===== config.mk =====
export PLATFORM = sky130hd
export DESIGN_NAME = reset_sequencer
export DESIGN_NICKNAME = d
export VERILOG_FILES = /design/src/rtl/reset_sequencer.sv
export SDC_FILE = /design/constraint.sdc
export NUM_CORES = 1
export LEC_CHECK = 0
export ABC_CLOCK_PERIOD_IN_PS = 2100
export CORE_ASPECT_RATIO = 0.9
export CORE_UTILIZATION = 61
export DETAILED_ROUTE_END_ITERATION = 16
export GPL_ROUTABILITY_DRIVEN = 1
export PLACE_DENSITY = 0.83
export SYNTH_ARGS = -nofsm -noshare
export SYNTH_HDL_FRONTEND = slang
export SYNTH_SLANG_ARGS = --single-unit
export TNS_END_PERCENT = 20

===== constraint.sdc =====
create_clock -name OSC_50 -period 2.1 [get_ports OSC_50]
set_clock_uncertainty 0.05 [all_clocks]
set_input_delay 0.42 -clock OSC_50 [delete_from_list [all_inputs] [get_ports OSC_50]]
set_output_delay 0.42 -clock OSC_50 [all_outputs]
set_load 0.01 [all_outputs]

===== src/rtl/reset_sequencer.sv =====
// Multi-channel reset sequencer. Active-low resets are released one at a time,
// in ascending channel order, once power-good and a debounced button have settled.
module reset_sequencer #(
    parameter int NUM_CH       = 4,
    parameter int CNT_W        = 32,
    parameter int STAGE_DLY    = 50000000,
    parameter int DEBOUNCE_CYC = 500000
) (
    input  logic                         OSC_50,
    input  logic                         RESET,
    input  logic                         BUTTON_N,
    input  logic                         PWR_GOOD,
    output logic [NUM_CH-1:0]            RESET_N_DY,
    output logic                         SEQ_DONE,
    output logic [$clog2(NUM_CH+1)-1:0]  STAGE
);

    localparam int STG_W   = $clog2(NUM_CH + 1);
    localparam int MAX_DLY = (STAGE_DLY > DEBOUNCE_CYC) ? STAGE_DLY : DEBOUNCE_CYC;

    localparam logic [CNT_W-1:0] STAGE_LAST  = CNT_W'(STAGE_DLY - 1);
    localparam logic [CNT_W-1:0] DEB_LAST    = CNT_W'(DEBOUNCE_CYC - 1);
    localparam logic [CNT_W-1:0] DEB_MAX     = CNT_W'(DEBOUNCE_CYC);
    localparam logic [STG_W-1:0] STAGE_FINAL = STG_W'(NUM_CH - 1);

    generate
        if (NUM_CH < 1 || NUM_CH > 16) begin : g_bad_num_ch
            $error("reset_sequencer: NUM_CH must be in 1..16");
        end
        if (STAGE_DLY < 1 || DEBOUNCE_CYC < 1) begin : g_bad_delay
            $error("reset_sequencer: STAGE_DLY and DEBOUNCE_CYC must be at least 1");
        end
        if (CNT_W < $clog2(MAX_DLY + 1)) begin : g_bad_cnt_w
            $error("reset_sequencer: CNT_W too narrow for STAGE_DLY/DEBOUNCE_CYC");
        end
    endgenerate

    typedef enum logic [1:0] {
        ST_HOLD,
        ST_WAIT,
        ST_RUN
    } state_t;

    state_t             state;
    state_t             state_next;

    logic               btn_meta;
    logic               btn_s;
    logic               pg_meta;
    logic               pg_s;
    logic [CNT_W-1:0]   deb_cnt;
    logic               press;
    logic               abort;

    logic [CNT_W-1:0]   cnt;
    logic [CNT_W-1:0]   cnt_next;
    logic [NUM_CH-1:0]  rst_q;
    logic [NUM_CH-1:0]  rst_next;
    logic               done_q;
    logic               done_next;
    logic [STG_W-1:0]   stage_q;
    logic [STG_W-1:0]   stage_next;

    // Idle level of the synchronisers is "button up, power not good".
    always_ff @(posedge OSC_50) begin
        if (RESET) begin
            btn_meta <= 1'b1;
            btn_s    <= 1'b1;
            pg_meta  <= 1'b0;
            pg_s     <= 1'b0;
            deb_cnt  <= '0;
        end else begin
            btn_meta <= BUTTON_N;
            btn_s    <= btn_meta;
            pg_meta  <= PWR_GOOD;
            pg_s     <= pg_meta;
            if (btn_s) begin
                deb_cnt <= '0;
            end else if (deb_cnt != DEB_MAX) begin
                deb_cnt <= deb_cnt + CNT_W'(1);
            end
        end
    end

    assign press = !btn_s && (deb_cnt == DEB_LAST);
    assign abort = !pg_s || press;

    always_ff @(posedge OSC_50) begin
        if (RESET) begin
            state   <= ST_HOLD;
            cnt     <= '0;
            rst_q   <= '0;
            done_q  <= 1'b0;
            stage_q <= '0;
        end else begin
            state   <= state_next;
            cnt     <= cnt_next;
            rst_q   <= rst_next;
            done_q  <= done_next;
            stage_q <= stage_next;
        end
    end

    // Outputs are registered and the release vector only ever shifts in a 1,
    // so channels cannot come out of reset out of order.
    always_comb begin
        state_next = state;
        cnt_next   = cnt;
        rst_next   = rst_q;
        done_next  = done_q;
        stage_next = stage_q;
        case (state)
            ST_HOLD: begin
                cnt_next   = '0;
                rst_next   = '0;
                done_next  = 1'b0;
                stage_next = '0;
                if (btn_s && pg_s && (deb_cnt == '0)) begin
                    state_next = ST_WAIT;
                end
            end
            ST_WAIT: begin
                if (abort) begin
                    state_next = ST_HOLD;
                    cnt_next   = '0;
                    rst_next   = '0;
                    done_next  = 1'b0;
                    stage_next = '0;
                end else if (cnt == STAGE_LAST) begin
                    cnt_next   = '0;
                    rst_next   = (rst_q << 1) | NUM_CH'(1);
                    stage_next = stage_q + STG_W'(1);
                    if (stage_q == STAGE_FINAL) begin
                        state_next = ST_RUN;
                        done_next  = 1'b1;
                    end
                end else begin
                    cnt_next = cnt + CNT_W'(1);
                end
            end
            ST_RUN: begin
                cnt_next = '0;
                if (abort) begin
                    state_next = ST_HOLD;
                    rst_next   = '0;
                    done_next  = 1'b0;
                    stage_next = '0;
                end
            end
            default: begin
                state_next = ST_HOLD;
                cnt_next   = '0;
                rst_next   = '0;
                done_next  = 1'b0;
                stage_next = '0;
            end
        endcase
    end

    always_comb begin
        RESET_N_DY = rst_q;
        SEQ_DONE   = done_q;
        STAGE      = stage_q;
    end

endmodule

==> flow_summary.ini, run 1 <==
[pwr]
power.internal_w = 0.00228
p_sw_share_pct = 19.5
pwr-share-seq_pct = 52.4
pwr-share-clk_pct = 46.6
cellPowerDensity_mw_per_mm2 = 677
p_comb_share_pct = 1.0
vdd_drop_max_v = 0.000666
p_sw_w = 0.000552
p_leak_nw = 1.37

[setup_path]
cp.arrival_ns = 2.16
worstSetupPathType = reg -> reg
worst_setup_path_start_kind = register
cp_max_fo = 17
cp_slowest_stage_delay_ns = 0.41
path_cells = nor4_1, nand4_1, nor4_2, or4_1, buf_4, nor2_1
critical_path_buf_inv_count = 1
cpMaxStageDelayCell = nor4_1
cp-end-kind = register
critPathTopFamily = simple AND/OR/NAND/NOR gates
required_ns = 2.28

[route]
drt_iter0_drc = 278
drt_pass1_iterations = 11
vias = 3121
remaining_drc_errors = 4
routed_wl_microns = 7820
ant_nets = 0
wl_per_cell_microns = 14.9
viasPerCell = 5.93

[sta]
tns_ns = 0
maxSlewHeadroom_pct = 56.0
setup_viol = 0
finalHoldViolations = 0
maxSlewViolCount = 0
worstMarginPinSlew_ns = 0.659
holdWs_ns = 0.364
max_freq_mhz = 506
rsz0062_at_grt = true
fin_crit_sh_pct = 94.1
layout_min_cycle_time_ns = 1.98

[clock_tree]
cts_resized = 0
clock_path_buffers = 2
clk_pin_slew_ns = 0.08
cts_made_buffers = 9
clk_latency_ns = 0.35
post-cts-setup-buffers = 0
cts_tree = built
root_buffer = clkbuf_8
cts.sinks = 78
holdBufCountCts = 0
htree_levels = 3

[yosys]
synth_ff_type = dfxtp_1
ys_top_cells_by_area = dfxtp_1 (42%), xor2_1 (9.7%), nor2_1 (7.5%)
avgSynthCellArea_sq_um = 8.67
ys_top_cells_by_count = dfxtp_1 (78), nor2_1 (74), xor2_1 (41), nand4_1 (32), nand3_1 (30)
async_flop_share_pct = 0
syn_nets = 435
ys.warnings.count = 0
synth_cell_type_count = 40
synth_edf_count = 0
synth_seq_cells = 78
synth_area_sq_mm = 0.00369
yosysTopAreaCellShare_pct = 42.3
seq_area_frac_synth_pct = 42.3
synth_top_cell_by_area = dfxtp_1
syn-instance-count = 426
synth_most_common_cell = dfxtp_1

[run_status]
outcome = complete, but fails checks
violations = DRC

[grt]
grt_pass1_vias = 2697
globalRoute.totalOverflow = 0
antenna_found_initial = 0
grt_max_degree = 33
grt_pass1_wl_microns = 12400
grtUsageTotal_pct = 25.1

[die]
die_h_microns = 75.8
fp.dieW_microns = 84.0
start_util_pct = 64.1
core_area_sq_mm = 0.00576
io_pins = 12
fp-row-count = 26
dieArea_sq_mm = 0.00637

[worst_hold_path]
hold_class = reg -> reg

[placed_design]
io_buffers = 11
gp_congestion = 0.851
placed_cell_area_sq_mm = 0.00394
placed_cells = 510
hpwl_microns = 5290

[flow_run]
max-cap-violations = 0

[final_layout]
post-route-util_pct = 72.8
final_cells = 526
area_delta_synth_final_pct = 13.4
fin_nets = 460
antenna_cells = 0
final_area_sq_mm = 0.00419
drive_gt1_share_pct = 11.4
[metal layers]
metal | part of all wire [%] | routed length (microns) | vias to the layer above | GRT usage [%]
li1 | - | - | 1538 | -
met1 | 46 | 3590 | 1469 | 32.7
met2 | 47 | 3670 | 107 | 41.9
met3 | 6.4 | 498 | 7 | 6.83
met4 | 0.78 | 61 | 0 | 6.32
met5 | 0 | 0 | - | 0
[state kept, by name (all words and copies together), names as in the netlist]
register    flops
btn_s           1
state           2
btn_meta        1
RESET_N_DY      4
SEQ_DONE        1
STAGE           3
deb_cnt        32
pg_meta         1
pg_s            1
cnt            32
[placed cells by master, fill, tap and decap left out, drive strengths merged]
cell            n
clkinv          1
nor4           13
and2            2
and4            5
clkbuf         10
inv             8
nor4bb          2
nor3            9
a31oi           4
nand4          33
nand3          31
a22oi           1
ha              5
nor3b           1
dfxtp          78
buf            20
nand4b          1
or2             6
a21oi           9
a21o            1
o21ai           6
xnor2          16
mux2i           2
clkinvlp        2
nor4b           6
bufinv          3
xor2           41
or3             4
or4             1
clkdlybuf4s50  11
or3b            1
nand2          26
a32oi           1
nor2           74
nand3b          3
nand2b          3
nor2b           4
and3           12
[kinds of logic after synthesis]
| logic type | count (synthesis) | share of synthesized area [%] |
|---|---|---|
| adder cells (fa/ha/maj) | 5 | 1.69 |
| multiplexers | 2 | 0.542 |
| buffers and inverters | 25 | 3.56 |
| XOR/XNOR | 57 | 13.5 |
| AO/OA/AOI/OAI | 22 | 3.35 |
| AND/OR/NAND/NOR | 237 | 35.1 |
| flip-flops | 78 | 42.3 |
[final timing paths]
kind / start / endpoint / slack [ns] / depth (start not counted)
max: cnt[11] / cnt[17] / 0.12 / 6
min: btn_meta / btn_s / 0.36 / 1
max reg2reg: cnt[11] / cnt[17] / 0.12 / 6
min reg2reg: btn_meta / btn_s / 0.36 / 1
[through the flow]
step,setup WS [ns],power (W)
6_report,0.125,0.00284
3_5_place_dp,0.0469,0.00155
5_1_grt,-0.00113,0.00293
2_1_floorplan,0.279,0.00154
4_1_cts,0.0782,0.00285
3_3_place_gp,0.0809,0.00155
[layout make-up]
type	instances	area, sq um
Tap cell	70	87.6
Clock buffer	10	128
Clock inverter	6	110
Multi-Input combinational cell	323	2010
Inverter	8	30.0
Fill cell	425	1570
Sequential cell	78	1560
Timing Repair Buffer	31	260
[worst reg2reg max path: cells and delay by family, from the launching register on]
kind                   cells  cell delay [ns]
buffers and inverters      1             0.22
flip-flops                 1             0.37
AND/OR/NAND/NOR            5             1.21
[power by group through the flow]
| stage | Sequential, W | Clock, W | Combinational [W] |
|---|---|---|---|
| 2_1_floorplan | 0.00152 | 0 | 0.0000172 |
| 3_3_place_gp | 0.00152 | 0 | 0.0000288 |
| 3_5_place_dp | 0.00152 | 0 | 0.0000292 |
| 4_1_cts | 0.00148 | 0.00134 | 0.0000294 |
| 5_1_grt | 0.00149 | 0.00141 | 0.0000327 |
| 6_report | 0.00149 | 0.00132 | 0.0000296 |
(Power assumes the default switching activity.)
==> run 2: changes to the inputs <==
Settings changed: ABC_CLOCK_PERIOD_IN_PS 2100 to default.
==> results of run 2 <==
No change in the layout: final DEF, timing and power equal those of run 1.
